[config.mk]
export PLATFORM = sky130hd
export DESIGN_NAME = wb_select_pipe
export DESIGN_NICKNAME = d
export VERILOG_FILES = /design/src/rtl/wb_pkg.sv /design/src/rtl/rr_pick.sv /design/src/rtl/wb_select_pipe.sv
export SDC_FILE = /design/constraint.sdc
export NUM_CORES = 1
export LEC_CHECK = 0
export CAP_MARGIN = 15
export CORE_UTILIZATION = 41
export DETAILED_ROUTE_END_ITERATION = 16
export PLACE_DENSITY = 0.9
export SLEW_MARGIN = 40
export SYNTH_ARGS = -nofsm -noshare
export SYNTH_HDL_FRONTEND = slang
export SYNTH_HIERARCHICAL = 1
export SYNTH_SLANG_ARGS = --single-unit
[constraint.sdc]
create_clock -name clk -period 3.02 [get_ports clk]
set_input_delay 0.604 -clock clk [delete_from_list [all_inputs] [get_ports clk]]
set_output_delay 0.604 -clock clk [all_outputs]
set_load 0.01 [all_outputs]
[src/rtl/wb_pkg.sv]
// rtl/wb_pkg.sv - shared types and default widths for the write-back selector
package wb_pkg;

    typedef enum logic {
        WB_FIXED = 1'b0,
        WB_RR    = 1'b1
    } wb_mode_e;

    localparam int W_DEF  = 8;
    localparam int AW_DEF = 3;
    localparam int CW_DEF = 16;

endpackage

[src/rtl/rr_pick.sv]
// rtl/rr_pick.sv - combinational first-set-bit finder starting at a pointer, with wrap
module rr_pick #(
    parameter int N  = 4,
    parameter int SW = $clog2(N)
) (
    input  logic [N-1:0]  req,
    input  logic [SW-1:0] ptr,
    output logic          found,
    output logic [SW-1:0] idx
);

    localparam logic [SW:0] NV = (SW+1)'(N);

    logic [SW:0]   sum;
    logic [SW-1:0] j;

    // Scan from the farthest offset down so the nearest request at or above ptr wins.
    always_comb begin
        found = 1'b0;
        idx   = '0;
        sum   = '0;
        j     = '0;
        for (int k = N - 1; k >= 0; k--) begin
            sum = {1'b0, ptr} + (SW+1)'(k);
            if (sum >= NV) begin
                sum = sum - NV;
            end
            j = sum[SW-1:0];
            if (req[j]) begin
                found = 1'b1;
                idx   = j;
            end
        end
    end

endmodule

[src/rtl/wb_select_pipe.sv]
// rtl/wb_select_pipe.sv - selects one write-back source per cycle and registers the
// register-file write port; fixed-select or round-robin arbitration.
module wb_select_pipe
    import wb_pkg::*;
#(
    parameter int W  = W_DEF,
    parameter int N  = 4,
    parameter int AW = AW_DEF,
    parameter int CW = CW_DEF,
    localparam int SW = $clog2(N)
) (
    input  logic            clk,
    input  logic            reset,
    input  logic            mode,
    input  logic [SW-1:0]   select,
    input  logic            stall,
    input  logic [N-1:0]    src_valid,
    input  logic [N*AW-1:0] src_addr,
    input  logic [N*W-1:0]  src_data,
    output logic [N-1:0]    gnt,
    output logic            wb_en,
    output logic [AW-1:0]   wb_addr,
    output logic [W-1:0]    wb_data,
    output logic [SW-1:0]   rr_ptr,
    output logic [CW-1:0]   wb_count
);

    localparam logic [SW:0]   NV   = (SW+1)'(N);
    localparam logic [SW-1:0] LAST = SW'(N - 1);

    wb_mode_e      cur_mode;
    logic          rr_found;
    logic [SW-1:0] rr_idx;
    logic          sel_ok;
    logic          win_found;
    logic [SW-1:0] win;
    logic          grant;
    logic [SW-1:0] next_ptr;

    assign cur_mode = wb_mode_e'(mode);

    rr_pick #(
        .N  (N),
        .SW (SW)
    ) u_rr_pick (
        .req   (src_valid),
        .ptr   (rr_ptr),
        .found (rr_found),
        .idx   (rr_idx)
    );

    // An out-of-range select disables both modes, not only fixed selection.
    always_comb begin
        sel_ok    = ({1'b0, select} < NV);
        win       = select;
        win_found = 1'b0;
        if (sel_ok) begin
            if (cur_mode == WB_RR) begin
                win       = rr_idx;
                win_found = rr_found;
            end else begin
                win_found = src_valid[select];
            end
        end
        grant = win_found && !stall && !reset;
        gnt   = '0;
        if (grant) begin
            gnt[win] = 1'b1;
        end
        next_ptr = (win == LAST) ? '0 : win + SW'(1);
    end

    always_ff @(posedge clk or posedge reset) begin
        if (reset) begin
            wb_en    <= 1'b0;
            wb_addr  <= '0;
            wb_data  <= '0;
            rr_ptr   <= '0;
            wb_count <= '0;
        end else if (grant) begin
            wb_en    <= 1'b1;
            wb_addr  <= src_addr[win*AW +: AW];
            wb_data  <= src_data[win*W +: W];
            wb_count <= (&wb_count) ? wb_count : wb_count + CW'(1);
            if (cur_mode == WB_RR) begin
                rr_ptr <= next_ptr;
            end
        end else begin
            wb_en <= 1'b0;
        end
    end

endmodule

* Word-level counts from Yosys, hierarchy flattened
Index checks and enable logic that the tools add are counted.
** Word-level totals
- Register bits :: 30
- Input bits :: 54
- Word-level logic and storage cells :: 67
** Cells by class
- Add/sub/neg operators :: 9
- Multiply operators :: 1
- Magnitude comparators :: 11
- Eq/ne operators :: 1
- Shift operators :: 2
- Mux-type cells :: 29
- Bitwise gates (word level) :: 1
- Reduce and logical (&&, ||, !) cells :: 8
** Operators with widths (count)
- $shiftx A32 B6 Y8 :: 1
- $mux W2 :: 10
- $lt A2 B3 Y1 const B :: 6
- $add A16 B1 Y16 const B :: 1
- $reduce_and A16 Y1 :: 1
- $mux W1 :: 12
- $shiftx A12 B5 Y3 :: 1
- $bmux W1 S2 :: 5
- $ge A3 B3 Y1 const B :: 3
- $sub A2 B1 Y2 const B :: 4
- $add A2 B2 Y3 const B :: 2
- $mul A2 B2 Y4 const B :: 1
- $mux W4 :: 1
- $reduce_and A2 Y1 :: 2
- $add A2 B1 Y3 const B :: 1
- $ge A2 B3 Y1 const B :: 1
- $logic_and A1 B1 Y1 :: 3
- $add A2 B1 Y2 const B :: 1
- $demux W1 S2 :: 1
- $eq A2 B2 Y1 const B :: 1
- $ge A2 B1 Y1 const B :: 1
- $logic_not A1 Y1 :: 2
- $not A1 Y1 :: 1

* Depth between registers and ports, before layout
Gate-level depths: netlist (run 1).
- Depth in word-level cells :: 15
- Depth in mapped cells :: 9
- Depth with buffers taken out :: 8

* Modules after synthesis
The synthesis (run 1) kept the hierarchy.
** By module, submodules not included
- wb_select_pipe :: times used 1, cells each 158, area an instance 1734.2 sq um, seq. area each 750.7 sq um
- rr_pick :: times used 1, cells each 13, area an instance 77.6 sq um, seq. area each 0.0 sq um

* Least setup slack after synthesis (run 1)
No wires, ideal clock.
- Path kind :: input port to output port
- From :: input port src_valid[3]
- To :: output port gnt[3]
- Arrival :: 1.954 ns
- Required time :: 2.416 ns
- Slack :: 0.462 ns
- Stages on the path :: 8
- Buffers on the path :: 1
- Cell sequence :: nand2b_1 a211oi_1 nor2_1 a21oi_1 buf_2 inv_1 ha_1 and3_1
** On the way
- Longest elaborated chain between the ends :: 12
- Elaborated cells on any way between the ends :: 28
- Classes of those cells :: 2 x order compare; 23 x mux; 3 x reduce/logical
** RTL lines
- start, declared :: line wb_select_pipe.sv:17 : input logic [N-1:0] src_valid,
- $bmux W1 S2 :: line rr_pick.sv:29 : if (req[j]) begin
- $mux W1 (not written as such) :: line rr_pick.sv:29
- $mux W2 (3 in a row) :: line rr_pick.sv:29
- $mux W2 (*) :: line rr_pick.sv:29
- named net rr_idx[1] :: line wb_select_pipe.sv:33 : logic [SW-1:0] rr_idx;
- $mux W2 (*) :: line wb_select_pipe.sv:58 : if (cur_mode == WB_RR) begin
- $lt A2 B3 Y1 (not written as such) or $ge A2 B1 Y1 (tied branches) :: line wb_select_pipe.sv:68 : gnt[win] = 1'b1;
- $logic_and A1 B1 Y1 (not written as such) :: line wb_select_pipe.sv:68
- $mux W1 (not written as such) :: line wb_select_pipe.sv:68
- $demux W1 S2 (*) :: line wb_select_pipe.sv:68
- $mux W4 (*) :: line wb_select_pipe.sv:67 : if (grant) begin
- end, declared :: line wb_select_pipe.sv:20 : output logic [N-1:0] gnt,
Mark *: on every way through the listed nets, which the timed path passes. The rest lies on a longest branch. The select of a mux whose other input is x is not followed.

* Final worst setup path (run 1)
- From :: input port src_valid[0]
- To :: output port gnt[2]
Same word-level chain as after synthesis.

==> reports/summary.txt, run 1 <==
================================================================================
Outcome                                                             finished clean
Wire length of the first global-routing pass                             7721 um
Post-placement cell area                                               2828 um^2
Worst setup SP type                                                 primary input
Worst-path clk slew                                                        60 ps
Max Clock Freq                                                         345.0 MHz
Cell count after synthesis                                                   171
Clk Latency, worst-skew pair                                              280 ps
Estimated wirelength of the detail-placed design                         3768 um
Die X                                                                   68.48 um
Actual slew at the worst max-slew pin                                   384.7 ps
Total global routing overflow                                                  0
Clock root cell                                                         clkbuf_8
Vias per Instance                                                          5.112
Post-synthesis to final-layout area growth                                63.54%
Static leakage                                                          1.411 nW
Fin area                                                               2963 um^2
Starting Density                                                          0.4403
Share of the synthesized area in the top cell type                        0.4144
Global routing usage summed across all routing layers                     0.2288
Cell area after technology mapping                                     1812 um^2
Number of antenna-violating nets in the routed design                          0
Standard-cell rows                                                            23
Maxcap violations                                                              0
Number of antenna violations at the first check in global routing              0
Net count reported at finish                                                 338
Max Root-Sink Buffers                                                          2
Floorplan die area                                                     4689 um^2
# diodes                                                                       0
Filler instances                                                             301
Quantity of hold-fixing buffers added after cts                                0
Worst rel slew slack                                                      0.7435
Final setup violation count                                                    0
Chip height                                                             68.48 um
Number of primary I/O pins                                                    88
Period utilisation layout                                                 0.9598
Classification of the worst-slack hold path                           reg -> reg
Pin count of the biggest net entering global routing                          31
Area contributors post-synth                                        dfrtp_1, mux4_2, nand2_1
Number of clock sinks                                                         30
Iteration-0 DRC Markers                                                      101
First-pass iteration count of the detailed router                              4
Worst voltage drop across the vdd grid                                  290.4 uV
Endpoint class of the critical path                                   output pin
Pwr per Cell Area                                                   535.3 nW/um^2
Final-report hold violation count                                              0
DRC violation count after routing                                              0
Data arrival time of the critical path                                   2290 ps
Layout cells sized above 1                                                0.1893
Endpoint required time on the critical path                              2420 ps
Via count of the first global-routing pass                                  1646
Syn_area_per_cell                                                     10.59 um^2
Routed length per placed instance                                       15.16 um
GRT met1 Usage                                                            0.2737
Number of port buffers                                                        87
Synthesized netlist net count                                                230
Crit-path max FO                                                               5
Final critical delay including setup and external delays                 2899 ps
Core outline area                                                      4115 um^2
Setup repair after global routing missed its margin                        false
Most common cell after layout, fill and taps aside                  clkdlybuf4s50_1
Most used cells in the layout excluding fill and tap cells          clkdlybuf4s50_1, nand2_1, dfrtp_1, buf_4, mux4_2
Start-to-end type of the worst setup path                              in -> out
CTS tree                                                                    done
Drt total wl                                                             5002 um
Final worst hold slack                                                  476.8 ps
Distinct cells, synth                                                         33
Number of H-tree branching levels                                              2
Layer carrying the most global-route usage                                  met2
Max-slew violation total from the final report                                 0
Count of warnings emitted by yosys                                             6
GR Layer Usage met3                                                      0.05000
Total clock buffers created by CTS                                             5
Register bit total from synthesis                                             30
Worst clock skew                                                        3.675 ps
Routability Congestion                                                    0.9002
Yosys top cell by area                                                   dfrtp_1
Share of the yosys chip area belonging to registers                       0.4144
DR vias                                                                     1687
Met2 track demand over resource in global routing                         0.4032
================================================================================
## per-layer routing
metal	share of wire	up-vias	routed length, um
li1	-	816	-
met1	0.43	810	2155
met2	0.50	55	2514
met3	0.055	6	274
met4	0.011	0	57
met5	0	-	0
## critical path, stage by stage
cell and delay [ps]:
clkdlybuf4s50_1 480, nor2_1 70, a211oi_2 180, nor2_1 70, a21oi_1 140, buf_4 150, inv_1 60, ha_1 170
and3_1 150, clkdlybuf4s15_1 230
## synthesized netlist by cell type
master    instances
a22oi_4           1
nand2_2           1
and4_1            4
o31ai_1           1
buf_6             1
dfrtp_1          30
mux4_2           11
mux2_2            3
ha_1              5
and3b_1           1
nor3b_1           3
nand4_1           2
a211oi_2          2
nand2b_1          3
nor2b_1           1
buf_2             3
nand2_1          44
clkbuf_1          1
and3_1            6
nand4_2           1
and2_1            1
a211oi_1          1
mux2i_1           3
xnor2_1           4
inv_1             6
nor4_1            1
nor4_2            1
nand3_1           5
mux2i_2           1
xor2_1           10
nor2_1            7
nor3_1            5
a21oi_1           2
## flip-flops by register name (all words and copies together), names as in the netlist
signal	flops
wb_count	16
rr_ptr	2
wb_data	8
wb_addr	3
wb_en	1
## what timing repair did
item | in CTS | in global routing
cloned | 0 | 0
pin swaps | 0 | 2
buffers inserted | 3 | 1
endpoints found under the setup margin | 4 | 4
resized for setup | 8 | 7
## metrics by stage
stage | setup slack (ps) | total power [W] | std cells | setup TNS, ps | util
3_5_place_dp | -269.3 | 0.001223 | 318 | -957.2 | 0.6871
4_1_cts | 6.993 | 0.001580 | 329 | 0 | 0.7160
6_report | 121.3 | 0.001586 | 330 | 0 | 0.7200
5_1_grt | 33.51 | 0.001672 | 330 | 0 | 0.7200
3_3_place_gp | -200.6 | 0.001197 | 318 | -733.9 | 0.6871
2_1_floorplan | 461.9 | 0.0008776 | 171 | 0 | -
## path summary, 6_finish.rpt
path / from / endpoint / slack (ps) / cells after the start
max: src_valid[0] / gnt[2] / 120 / 10
min: wb_data[5] / wb_data[5] / 480 / 2
max reg2reg: rr_ptr[1] / wb_data[2] / 680 / 10
min reg2reg: wb_data[5] / wb_data[5] / 480 / 2
max in group asynchronous: reset / wb_data[2] / 1990 / 3
min in group asynchronous: reset / wb_data[4] / 750 / 3
## cell families after synthesis
| family | Yosys count | synth area share |
|---|---|---|
| AOI/OAI and AO/OA | 7 | 0.03937 |
| xor gates and xnor gates | 14 | 0.06768 |
| adders and majority gates | 5 | 0.03453 |
| buffers and inverters | 11 | 0.02900 |
| DFF | 30 | 0.4144 |
| muxes | 18 | 0.1796 |
| and+or+nand+nor | 86 | 0.2355 |
## where the power goes
| part | switching (W) | internal (W) | leakage (nW) | total (W) |
|---|---|---|---|---|
| Sequential | 0.0000939 | 0.000487 | 0.388 | 0.000581 |
| Combinational | 0.000263 | 0.000402 | 0.975 | 0.000665 |
| Clock | 0.000156 | 0.000183 | 0.0472 | 0.000339 |
| Total | 0.000514 | 0.00107 | 1.41 | 0.00159 |
## layout make-up
type / count / area, um^2 / share of cell area
clock buffer: 6 / 82.58 / 0.02787
clock inverter: 2 / 12.51 / 0.004223
inverter: 6 / 22.52 / 0.007601
multi-input combinational: 130 / 1026 / 0.3463
sequential: 30 / 750.7 / 0.2534
tap: 50 / 62.56 / 0.02111
timing repair buffer: 106 / 1006 / 0.3395
No activity file was read; power rests on OpenSTA's default activity.
==> inputs of run 2 (changes only) <==
--- a/config.mk
+++ b/config.mk
@@ -8,7 +8,9 @@
 export CAP_MARGIN = 15
 export CORE_UTILIZATION = 41
 export DETAILED_ROUTE_END_ITERATION = 16
+export GPL_TIMING_DRIVEN = 0
 export PLACE_DENSITY = 0.9
+export SKIP_LAST_GASP = 1
 export SLEW_MARGIN = 40
 export SYNTH_ARGS = -nofsm -noshare
 export SYNTH_HDL_FRONTEND = slang
==> reports/summary.txt, run 2 (synthesis gave the netlist of run 1 again) <==
================================================================================
Outcome                                                             finished clean
Count of placed standard cells including taps                                308
Starting Density                                                          0.4403
Worst voltage drop across the vdd grid                                  315.8 uV
Global routing usage summed across all routing layers                     0.2202
Area of combinational cells with multiple inputs                       1036 um^2
CTS tree                                                                    done
Clk network pwr share                                                      0.193
Post-synthesis to final-layout area growth                                61.39%
Seq pwr share                                                              0.373
Most common cell after layout, fill and taps aside                  clkdlybuf4s50_1
Final setup violation count                                                    0
Routability Congestion                                                    0.7779
Floorplan die area                                                     4689 um^2
Wire length of the first global-routing pass                             7500 um
Routed length per placed instance                                       15.25 um
Finished Layout Cells                                                        322
Top reg by flops                                                        wb_count
Worst rel slew slack                                                      0.5891
Endpoint required time on the critical path                              2420 ps
Switching Share                                                           0.3219
GR Layer Usage met3                                                      0.03833
Hold worst-path end                                                   wb_data[5]
Clock root cell                                                         clkbuf_8
Post-layout worst setup margin                                          19.95 ps
Met2 track demand over resource in global routing                         0.4093
Worst-path clk slew                                                        60 ps
Classification of the worst-slack hold path                           reg -> reg
Vias per Instance                                                          5.217
Number of clock sinks                                                         30
Filler instances                                                             320
Final critical delay including setup and external delays                 3000 ps
Final core utilization                                                    0.7106
Final-report hold violation count                                              0
Start-to-end type of the worst setup path                              in -> out
Iteration-0 DRC Markers                                                       71
Post-placement cell area                                               2745 um^2
Chip height                                                             68.48 um
Number of antenna violations at the first check in global routing              0
Endpoint class of the critical path                                   output pin
Total global routing overflow                                                  0
Number of H-tree branching levels                                              2
Actual slew at the worst max-slew pin                                   615.4 ps
Maxcap violations                                                              0
Period utilisation layout                                                 0.9934
Sequential Area                                                       750.7 um^2
Pwr per Cell Area                                                   526.5 nW/um^2
DR vias                                                                     1680
Number of primary I/O pins                                                    88
Drt total wl                                                             4912 um
Max Clock Freq                                                         333.3 MHz
Number of antenna-violating nets in the routed design                          0
Depth of the worst hold-timing path                                            2
Internal                                                              0.001044 W
Die X                                                                   68.48 um
Pin count of the biggest net entering global routing                          31
Data arrival time of the critical path                                   2400 ps
Via count of the first global-routing pass                                  1669
Total Power                                                           0.001540 W
Worst setup SP type                                                 primary input
Standard-cell rows                                                            23
Total clock buffers created by CTS                                             5
Share of total power in combinational logic                                0.434
Static leakage                                                          1.369 nW
Net count reported at finish                                                 331
RR Endpoint                                                           wb_data[1]
GRT met1 Usage                                                            0.2440
FF-to-FF Start                                                         rr_ptr[1]
Power dissipated by switching net loads                              0.0004956 W
Dpl ws                                                                 -825.9 ps
Layout cells sized above 1                                                0.1654
Number of port buffers                                                        87
Fin area                                                               2924 um^2
First-pass iteration count of the detailed router                              4
Crit-path max FO                                                               5
Most used cells in the layout excluding fill and tap cells          clkdlybuf4s50_1, nand2_1, dfrtp_1, mux4_2, xor2_1
Worst R2R Setup Slack                                                     810 ps
Worst clock skew                                                        5.008 ps
Layer carrying the most global-route usage                                  met2
Max reg flops                                                                 16
Core outline area                                                      4115 um^2
Max-slew violation total from the final report                                 0
Estimated wirelength of the detail-placed design                         3607 um
Clk Latency, worst-skew pair                                              280 ps
Top Registers                                                       wb_count (16), wb_data (8), wb_addr (3)
Max Root-Sink Buffers                                                          2
# diodes                                                                       0
DRC violation count after routing                                              0
Number of cell instances on the worst register-to-register path                9
Hold Path Origin                                                      wb_data[5]
================================================================================
==> run 2: cell types whose count changed in the layout (fill, tap and decap cells not counted), moves of 2 or more <==
cell	change
buf_2	+2
buf_4	-13
clkbuf_2	-2
clkdlybuf4s15_2	+2
clkdlybuf4s50_1	-2
dlygate4sd2_1	+4
==> run 2: power by group through the flow <==
stage	clock network, W	registers [W]	logic, W
after global placement	0	0.000574	0.000600
after detailed placement	0	0.000578	0.000614
after global routing	0.000317	0.000589	0.000721
after floorplan	0	0.000608	0.000270
final	0.000297	0.000575	0.000668
after CTS	0.000304	0.000573	0.000653
==> run 2: area by class of cell <==
| cell class | instances | area share |
|---|---|---|
| Multi-Input combinational cell | 130 | 0.3543 |
| Timing Repair Buffer | 94 | 0.3175 |
| Sequential cell | 30 | 0.2567 |
| Clock buffer | 5 | 0.02353 |
| Tap cell | 50 | 0.02139 |
| Buffer | 5 | 0.01540 |
| Inverter | 6 | 0.007702 |
| Clock inverter | 2 | 0.003423 |
==> run 2: how the worst max path moves through the flow <==
stage / startpoint / endpoint / slack [ps] / cells after the start
floorplan: src_valid[3] / gnt[3] / 460 / 8
global placement: src_valid[3] / gnt[3] / -750 / 10
detailed placement: src_valid[3] / gnt[3] / -830 / 10
CTS: mode / gnt[3] / -7 / 7
finish: src_valid[3] / gnt[3] / 20 / 10
global route: src_valid[3] / gnt[3] / -40 / 10
==> run 2: metrics by stage <==
stage               hold WS (ps)  TNS (ps)
floorplan                  507.6         0
global placement           458.0     -2857
detailed placement         464.3     -3090
CTS                        479.4    -7.203
global route               503.9    -67.09
finish                     476.4         0
==> run 2: worst max-delay path: stages <==
cell and delay (ps):
dlygate4sd2_1 280, nand2b_1 190, a211oi_2 270, nor2_1 90
a21oi_2 200, buf_6 130, inv_1 50, ha_1 200
and3_1 150, clkdlybuf4s15_2 230
==> run 2: routing by layer <==
| layer | vias to the layer above | wire length (um) |
|---|---|---|
| li1 | 803 | - |
| met1 | 810 | 1990 |
| met2 | 56 | 2578 |
| met3 | 11 | 245 |
| met4 | 0 | 97 |
| met5 | - | 0 |
==> run 2: repair_timing <==
| item | CTS | global route |
|---|---|---|
| setup buffers | 5 | 2 |
| hold buffers | 0 | 0 |
| pin swaps | 2 | 1 |
| endpoints found under the setup margin | 4 | 4 |
| hold endpoints to repair | 0 | 0 |
| gates resized for setup | 21 | 3 |
